$ cat src/rtl/sram_port_arbiter.sv
// Round-robin arbiter sharing one 1RW SRAM port (two 8-bit macros) between the CPU and the WB loader.
// Grants one requester, pulses the active-low chip select for one cycle, waits out read latency, then acks.
module sram_port_arbiter #(
  parameter int ADDR_W  = 10,
  parameter int DATA_W  = 16,
  parameter int RD_WAIT = 1
) (
  input  logic              clk,
  input  logic              rst,
  input  logic              cpu_req,
  input  logic              cpu_we,
  input  logic [ADDR_W-1:0] cpu_addr,
  input  logic [DATA_W-1:0] cpu_wdata,
  output logic [DATA_W-1:0] cpu_rdata,
  output logic              cpu_ack,
  input  logic              wb_req,
  input  logic              wb_we,
  input  logic [1:0]        wb_sel,
  input  logic [ADDR_W-1:0] wb_addr,
  input  logic [DATA_W-1:0] wb_wdata,
  output logic [DATA_W-1:0] wb_rdata,
  output logic              wb_ack,
  output logic              mem_csb,
  output logic              mem_web,
  output logic [1:0]        mem_wmask,
  output logic [ADDR_W-1:0] mem_addr,
  output logic [DATA_W-1:0] mem_din,
  input  logic [DATA_W-1:0] mem_dout,
  output logic              busy
);

  typedef enum logic [1:0] {
    S_IDLE  = 2'd0,
    S_ISSUE = 2'd1,
    S_WAIT  = 2'd2,
    S_RESP  = 2'd3
  } state_t;

  localparam logic [1:0] WAIT_LOAD = 2'(RD_WAIT - 1);

  state_t            state_r;
  logic              owner_wb_r;
  logic              last_wb_r;
  logic              we_r;
  logic [1:0]        wait_cnt_r;

  logic              pick_wb_s;
  logic              sel_we_s;
  logic [ADDR_W-1:0] sel_addr_s;
  logic [DATA_W-1:0] sel_wdata_s;
  logic [1:0]        sel_mask_s;

  // Round-robin choice and mux of the winning requester's command.
  always_comb begin
    pick_wb_s   = 1'b0;
    sel_we_s    = 1'b0;
    sel_addr_s  = '0;
    sel_wdata_s = '0;
    sel_mask_s  = 2'b00;
    if (cpu_req && wb_req) begin
      pick_wb_s = ~last_wb_r;
    end else if (wb_req) begin
      pick_wb_s = 1'b1;
    end else begin
      pick_wb_s = 1'b0;
    end
    if (pick_wb_s) begin
      sel_we_s    = wb_we;
      sel_addr_s  = wb_addr;
      sel_wdata_s = wb_wdata;
      sel_mask_s  = wb_we ? wb_sel : 2'b00;
    end else begin
      sel_we_s    = cpu_we;
      sel_addr_s  = cpu_addr;
      sel_wdata_s = cpu_wdata;
      sel_mask_s  = cpu_we ? 2'b11 : 2'b00;
    end
  end

  // Access sequencer: all SRAM strobes, acks and read data are registered here.
  always_ff @(posedge clk) begin
    if (rst) begin
      state_r    <= S_IDLE;
      owner_wb_r <= 1'b0;
      last_wb_r  <= 1'b1;
      we_r       <= 1'b0;
      wait_cnt_r <= 2'b00;
      mem_csb    <= 1'b1;
      mem_web    <= 1'b1;
      mem_wmask  <= 2'b00;
      mem_addr   <= '0;
      mem_din    <= '0;
      cpu_ack    <= 1'b0;
      wb_ack     <= 1'b0;
      cpu_rdata  <= '0;
      wb_rdata   <= '0;
      busy       <= 1'b0;
    end else begin
      case (state_r)
        S_IDLE: begin
          if (cpu_req || wb_req) begin
            owner_wb_r <= pick_wb_s;
            we_r       <= sel_we_s;
            mem_csb    <= 1'b0;
            mem_web    <= ~sel_we_s;
            mem_addr   <= sel_addr_s;
            mem_din    <= sel_wdata_s;
            mem_wmask  <= sel_mask_s;
            busy       <= 1'b1;
            state_r    <= S_ISSUE;
          end else begin
            state_r    <= S_IDLE;
          end
        end
        S_ISSUE: begin
          mem_csb <= 1'b1;
          mem_web <= 1'b1;
          if (we_r) begin
            cpu_ack <= ~owner_wb_r;
            wb_ack  <= owner_wb_r;
            state_r <= S_RESP;
          end else begin
            wait_cnt_r <= WAIT_LOAD;
            state_r    <= S_WAIT;
          end
        end
        S_WAIT: begin
          if (wait_cnt_r == 2'b00) begin
            if (owner_wb_r) begin
              wb_rdata <= mem_dout;
            end else begin
              cpu_rdata <= mem_dout;
            end
            cpu_ack <= ~owner_wb_r;
            wb_ack  <= owner_wb_r;
            state_r <= S_RESP;
          end else begin
            wait_cnt_r <= wait_cnt_r - 2'd1;
          end
        end
        S_RESP: begin
          cpu_ack   <= 1'b0;
          wb_ack    <= 1'b0;
          last_wb_r <= owner_wb_r;
          busy      <= 1'b0;
          state_r   <= S_IDLE;
        end
        default: begin
          mem_csb <= 1'b1;
          mem_web <= 1'b1;
          cpu_ack <= 1'b0;
          wb_ack  <= 1'b0;
          busy    <= 1'b0;
          state_r <= S_IDLE;
        end
      endcase
    end
  end

endmodule
$ cat config.mk
export PLATFORM = sky130hd
export DESIGN_NAME = sram_port_arbiter
export DESIGN_NICKNAME = d
export VERILOG_FILES = /design/src/rtl/sram_port_arbiter.sv
export SDC_FILE = /design/constraint.sdc
export NUM_CORES = 1
export LEC_CHECK = 0
export ABC_AREA = 1
export CAP_MARGIN = 20
export CELL_PAD_IN_SITES_DETAIL_PLACEMENT = 0
export CELL_PAD_IN_SITES_GLOBAL_PLACEMENT = 1
export CORE_UTILIZATION = 30
export DETAILED_ROUTE_END_ITERATION = 8
export PLACE_DENSITY_LB_ADDON = 0.1
export SLEW_MARGIN = 20
export SYNTH_ARGS = -nofsm -noshare
export SYNTH_HDL_FRONTEND = slang
export SYNTH_SLANG_ARGS = --single-unit
$ cat constraint.sdc
create_clock -name clk -period 3.1 [get_ports clk]
set_input_delay 0.62 -clock clk [delete_from_list [all_inputs] [get_ports clk]]
set_output_delay 0.62 -clock clk [all_outputs]
set_load 0.02 [all_outputs]
-- Word-level counts from Yosys, hierarchy flattened
Index checks and enable logic that the tools add are counted.
- register bits: 72
- latch bits: 0
- memory bits (writable): 0
- bits in read-only memories: 0
- input bits: 76
- memories: 0
- add/sub/neg operators: 1
- multipliers: 0
- divide/modulo/power cells: 0
- $lt $le $gt $ge: 0
- equality and inequality tests: 8
- shift operators: 0
- muxes and demuxes: 27
- bitwise gates (word level): 3
- reduce and logical (&&, ||, !) cells: 15
- operators with widths (operator ; number):
    2-to-1 mux 16 bit ; 1
    2-to-1 mux 1 bit ; 12
    2-to-1 mux 2 bit ; 6
    AND reduction 3 bit ; 4
    2-to-1 mux 10 bit ; 1
    != test 2 bit, second input constant ; 5
    case mux 2 bit (4 select lines) ; 1
    case mux 1 bit (2 select lines) ; 3
    case mux 1 bit (3 select lines) ; 2
    AND reduction 2 bit ; 3
    nonzero test 2 bit ; 3
    equality test 2 bit, second input constant ; 2
    logical NOT 2 bit ; 2
    case mux 2 bit (2 select lines) ; 1
    NOT 1 bit ; 3
    nonzero test 3 bit ; 1
    equality test 2 x 1 -> 1 bit, second input constant ; 1
    subtractor 2 x 1 -> 2 bit, second input constant ; 1
    logical AND 1 bit ; 1
    logical OR 1 bit ; 1

-- Depth between registers and ports, before layout
Gate-level depths: netlist of run 1.
- word-level depth: 6
- gate-level depth with buffers: 9
- depth with buffers taken out: 8

-- Worst setup path after synthesis of run 1
OpenSTA, ideal clock, no wires.
- path kind: input to register
- from: input wb_req
- to: register we_r
- setup time: 0.116 ns
- arrival time: 1.351 ns
- data required time: 2.984 ns
- setup slack: 1.634 ns
- stages on the path: 8
- path buffers: 2
- path through: nor2_2 > inv_2 > nand2_4 > inv_2 > buf_6 > buf_6 > o21ai_0 > nor2_1
- word-level cells in the longest chain between the ends: 3
- RTL lines (item ; RTL line ; source):
    from (decl) ; 16 ; input logic wb_req,
    2-to-1 mux 1 bit / logical AND 1 bit (equally long branches) ; 62, 60 ;
    2-to-1 mux 1 bit ; 60 ; if (cpu_req && wb_req) begin
    2-to-1 mux 1 bit ; 67 ; if (pick_wb_s) begin
    to (signal assigned) ; 103 ; we_r <= sel_we_s;
    to (decl) ; 44 ; logic we_r;
Several ways; a longest one is shown, not always the timed one.
A chain may end at the register's enable or synchronous reset.

-- Worst setup path in the final report of run 1
- from: input wb_req
- to: register mem_din[9]
- word-level cells in the longest chain between the ends: 3
- RTL lines (item ; RTL line ; source):
    2-to-1 mux 1 bit / logical AND 1 bit (equally long branches) ; 62, 60 ;
    2-to-1 mux 1 bit ; 60 ;
    2-to-1 mux 16 bit ; 67 ;
    to (signal assigned) ; 107 ; mem_din <= sel_wdata_s;
    to (decl) ; 27 ; output logic [DATA_W-1:0] mem_din,
Several ways; a longest one is shown, not always the timed one.

==> results.json, run 1 <==
{
  "slew_viol_final": 0,
  "diodes": 0,
  "hp-start": "wb_rdata[5]",
  "overflow": 0,
  "hpwl_mm": 6.45,
  "min_period_ns": 2.08,
  "period_share": 0.672,
  "antenna_found_initial": 0,
  "grt_pass1_vias": 3226,
  "drc": 0,
  "slowest_delay_ns": 0.59,
  "cts_resized": 0,
  "syn-num-nets": 553,
  "rows": 37,
  "tns_ns": 0,
  "worst-path-max-fanout": 33,
  "regToRegSetupSlack_ns": 1.12,
  "startpoint_type": "input pin",
  "p_per_area_nw_per_um2": 785,
  "cp_cell_sequence": "clkdlybuf4s50_1 -> nor2_2 -> inv_2 -> nand2_4 -> inv_2 -> buf_4 -> nand2_1 -> nor2_1 -> nor2_1",
  "core_um2": 10300,
  "setup_viol": 0,
  "cts_setup_buffers": 0,
  "cts.path.max_buffers": 2,
  "netlist_top_cells_count": "119 x nor2_1, 97 x nand2_1, 72 x dfxtp_1",
  "max_cap_violations": 0,
  "nNetsFinal": 686,
  "dieArea_um2": 11000,
  "gp_congestion": 0.772,
  "yosysMostFrequentCell": "nor2_1",
  "port_buffers": 140,
  "critPathLaunch": "wb_req",
  "finClkSkew_ns": 0.00953,
  "stdcell_count": 745,
  "grt_pass1_wl_mm": 15.0,
  "clk_pin_slew_ns": 0.08,
  "worst_skew_pair.late_latency_ns": 0.34,
  "cts_tree": "built",
  "grt_usage": 0.171,
  "slowest_stage": "clkdlybuf4s50_1",
  "dr.pass1.iters": 4,
  "drt_wl_total_mm": 9.02,
  "status": "finished, final reports clean",
  "drt-initial-drc-count": 123,
  "drive_gt1_frac": 0.0476,
  "ant_nets": 0,
  "p_leak_nw": 2.16,
  "die_h_um": 105,
  "hold_buffers": 0,
  "grt_max_degree": 51,
  "critPathKind": "input pin to flop",
  "dpl_cell_area_um2": 4690,
  "floorplan.initialDensity": 0.309,
  "via_count": 3298,
  "cts_inserted_buffers": 9,
  "vdd_drop_max_mv": 0.299,
  "dieWidth_um": 105,
  "place_inst": 729,
  "hp-class": "flop to flop",
  "required_ns": 3.34,
  "synth_top_area_frac": 0.452,
  "synth_area_per_cell_um2": 6.77,
  "syn_to_final_growth_pct": 53.7,
  "yosysTopAreaCell": "dfxtp_1",
  "design_area_um2": 4900,
  "hold_viol_final": 0,
  "root_buffer": "clkbuf_8",
  "cp-end-kind": "flop",
  "timing.rr.start": "state_r[0]",
  "ys_ff_latch": 72,
  "synth-main-ff-cell": "dfxtp_1",
  "clock-sinks": 72,
  "rsz0062_at_grt": "no",
  "async_reset_ff_frac": 0,
  "netlist_area_um2": 3190,
  "synth_edf_count": 0,
  "synthTopCellsByArea": "dfxtp_1 45%, nor2_1 14%, nand2_1 11%",
  "relSlewSlack": 0.626,
  "routed_via_density": 4.43,
  "num_io_pins": 141,
  "yosysSeqAreaShare": 0.452,
  "post_drt_wl_per_cell_um": 12.1,
  "htreeDepth": 3,
  "worstPathArrival_ns": 2.32,
  "worstMarginPinSlew_ns": 0.560,
  "ys.warnings.count": 0,
  "fmax_mhz": 480,
  "fillers": 1103,
  "ys_types": 20,
  "syn_inst": 471
}
## metal layers
layer  GRT usage  part of all wire  vias to the layer above
li1            -                 -                     1735
met1       0.196              0.44                     1455
met2       0.297              0.48                      101
met3      0.0643             0.078                        7
met4      0.0453            0.0089                        0
met5           0                 0                        -
## worst paths after layout
check	cells after the start	endpoint
worst min-delay path	2	wb_rdata[5]
worst max-delay path	9	mem_din[9]
worst max register to register	7	wb_rdata[6]
worst min register to register	2	wb_rdata[5]
## metrics by stage
stage / util / total power (W) / worst slack, ns / hold WS (ns)
5_1_grt: 0.475 / 0.00414 / 0.860 / 0.483
6_report: 0.475 / 0.00385 / 1.02 / 0.465
4_1_cts: 0.475 / 0.00390 / 1.03 / 0.469
2_1_floorplan: - / 0.00240 / 1.63 / 0.446
3_5_place_dp: 0.454 / 0.00309 / 0.654 / 0.455
3_3_place_gp: 0.454 / 0.00307 / 0.686 / 0.450
## where the power goes
group,switching [W],internal [W]
combinational,0.000994,0.000728
sequential,0.000147,0.00118
clock,0.000371,0.000421
total,0.00151,0.00233
## critical path: cells and delay by family
family	cells	cell delay (ns)
simple gates	5	0.38
buf+inv	4	1.31
## logic make-up (layout without fill, tap and decap cells)
kind of cell    Yosys count  in the layout  share of synthesized area
simple gates            248            248                      0.310
flops                    72             72                      0.452
buf+inv                  70            208                     0.0950
fa+ha+maj                 6              6                     0.0235
compound gates           75             75                      0.119
## sequential cells by signal (all words and copies together), names as in the netlist, 2 cells and up
| signal | cells |
|---|---|
| state_r | 2 |
| mem_din | 16 |
| cpu_rdata | 16 |
| wb_rdata | 16 |
| mem_wmask | 2 |
| mem_addr | 10 |
| wait_cnt_r | 2 |
## cell usage in the layout, fill, tap and decap left out, types with 3 or more instances in the layout
cell type | netlist | layout
clkdlybuf4s50_1 | 0 | 140
nor2_1 | 119 | 119
nand2_1 | 97 | 97
dfxtp_1 | 72 | 72
o21ai_0 | 46 | 46
inv_1 | 43 | 43
a21oi_1 | 26 | 26
nand3_1 | 25 | 25
clkbuf_8 | 0 | 11
ha_1 | 6 | 6
buf_4 | 0 | 5
inv_2 | 3 | 3
## layout make-up
| cell class | count | area [µm²] | share of cell area |
|---|---|---|---|
| repair buffers | 146 | 1460 | 0.298 |
| multi-input cells | 329 | 1440 | 0.295 |
| flip-flops and latches | 72 | 1440 | 0.294 |
| inverters | 46 | 173 | 0.0352 |
| well taps | 136 | 170 | 0.0347 |
| clock buffers | 11 | 151 | 0.0309 |
| clock inverters | 5 | 62.6 | 0.0128 |
(Power assumes the default switching activity.)
==> run 2: changes to the inputs <==
Settings changed: CORE_UTILIZATION 30 to 28.
Clock period 3.1 ns to 2.1 ns, I/O delays scaled along.
==> results.json, run 2 (same netlist as run 1, synthesis figures left out) <==
{
  "worstMarginPinSlew_ns": 0.512,
  "hold_buffers": 0,
  "cp-end-kind": "flop",
  "critPathLaunch": "state_r[0]",
  "reg_top3": "cpu_rdata x16, mem_din x16, wb_rdata x16",
  "startpoint_type": "flop",
  "vdd_drop_max_mv": 0.491,
  "cts_inserted_buffers": 9,
  "timing.rr.end": "cpu_rdata[1]",
  "htreeDepth": 3,
  "status": "finished, final reports clean",
  "hold_viol_final": 0,
  "root_buffer": "clkbuf_16",
  "critPathKind": "flop to flop",
  "slew_viol_final": 0,
  "dieArea_um2": 11800,
  "worstPathArrival_ns": 2.09,
  "required_ns": 2.32,
  "grt_usage": 0.160,
  "antenna_found_initial": 0,
  "post_drt_wl_per_cell_um": 12.3,
  "final_cell_mix": "140 x clkdlybuf4s50_1, 119 x nor2_1, 97 x nand2_1",
  "reg2regPathDepth": 7,
  "cts_setup_buffers": 0,
  "p_leak_nw": 2.22,
  "via_count": 3287,
  "dr.pass1.iters": 4,
  "grt_pass1_vias": 3016,
  "grt_pass1_wl_mm": 14.6,
  "min_period_ns": 1.87,
  "diodes": 0,
  "tns_ns": 0,
  "fillers": 1130,
  "ant_nets": 0,
  "drt-initial-drc-count": 96,
  "hpwl_mm": 6.39,
  "slowest_delay_ns": 0.34,
  "port_buffers": 140,
  "setup_viol": 0,
  "clock-sinks": 72,
  "core_um2": 11000,
  "drive_gt1_frac": 0.0492,
  "nNetsFinal": 687,
  "cts_resized": 0,
  "rows": 38,
  "timing.rr.start": "state_r[0]",
  "routed_via_density": 4.38,
  "stdcell_count": 750,
  "die_h_um": 109,
  "max_cap_violations": 0,
  "place_inst": 734,
  "floorplan.initialDensity": 0.290,
  "hp-class": "flop to flop",
  "overflow": 0,
  "rsz0062_at_grt": "no",
  "power_w": 0.00612,
  "dieWidth_um": 109,
  "crit_end": "cpu_rdata[1]",
  "p_per_area_nw_per_um2": 1220,
  "worst_skew_pair.late_latency_ns": 0.33,
  "drc": 0,
  "clk_pin_slew_ns": 0.06,
  "final_common_cell": "clkdlybuf4s50_1",
  "cp_cell_sequence": "inv_1 -> ha_1 -> nand2_1 -> nor2_4 -> inv_1 -> nor2_1 -> nor2_1",
  "grt_max_degree": 58,
  "worst-path-max-fanout": 17,
  "drt_wl_total_mm": 9.26,
  "regToRegSetupSlack_ns": 0.23,
  "finClkSkew_ns": 0.0100,
  "gp_congestion": 0.780,
  "slowest_stage": "dfxtp_1",
  "cts.path.max_buffers": 2,
  "fmax_mhz": 534,
  "relSlewSlack": 0.658,
  "num_io_pins": 141,
  "period_share": 0.892,
  "syn_to_final_growth_pct": 57.7,
  "cts_tree": "built"
}
-- run 2: stage by stage --
stage	util	setup WS (ns)	instance area, µm²	hold WS, ns
final	0.458	0.228	5030	0.460
after global routing	0.458	0.0342	5030	0.482
after CTS	0.458	0.191	5030	0.463
after detailed placement	0.430	0.171	4720	0.455
after global placement	0.430	0.198	4720	0.449
after floorplan	-	0.642	3190	0.446
-- run 2: report_power, final --
| group | internal (W) | total, W | switching [W] |
|---|---|---|---|
| clock | 0.000931 | 0.00157 | 0.000638 |
| sequential | 0.00175 | 0.00196 | 0.000205 |
| combinational | 0.00111 | 0.00260 | 0.00149 |
-- run 2: final cells by class --
| cell class | instances | area, µm² | area share |
|---|---|---|---|
| repair buffers | 147 | 1490 | 0.297 |
| multi-input cells | 329 | 1440 | 0.287 |
| flip-flops and latches | 72 | 1440 | 0.287 |
| clock buffers | 9 | 225 | 0.0448 |
| well taps | 140 | 175 | 0.0348 |
| inverters | 46 | 173 | 0.0343 |
| clock inverters | 7 | 77.6 | 0.0154 |
-- run 2: worst min path at each step --
stage / depth (start not counted) / slack (ns) / startpoint / to
finish: 2 / 0.46 / wb_rdata[7] / wb_rdata[7]
global route: 2 / 0.48 / wb_rdata[0] / wb_rdata[0]
CTS: 2 / 0.46 / wb_rdata[7] / wb_rdata[7]
detailed placement: 2 / 0.45 / cpu_ack / cpu_ack
global placement: 2 / 0.45 / wb_rdata[0] / wb_rdata[0]
floorplan: 2 / 0.45 / last_wb_r / last_wb_r
-- run 2: layer usage --
metal,global-route usage,wire length (µm),vias up
met3,0.0598,811,6
met1,0.201,4240,1443
li1,-,-,1731
met2,0.252,4120,107
met5,0,0,-
met4,0.0521,85,0
-- run 2: worst max-delay path, delay by kind of cell, from the launching register on --
kind                     cells  cell delay (ns)
AND/OR/NAND/NOR              4             0.71
buffers and inverters        2             0.44
flip-flops                   1             0.34
adder cells (fa/ha/maj)      1             0.27
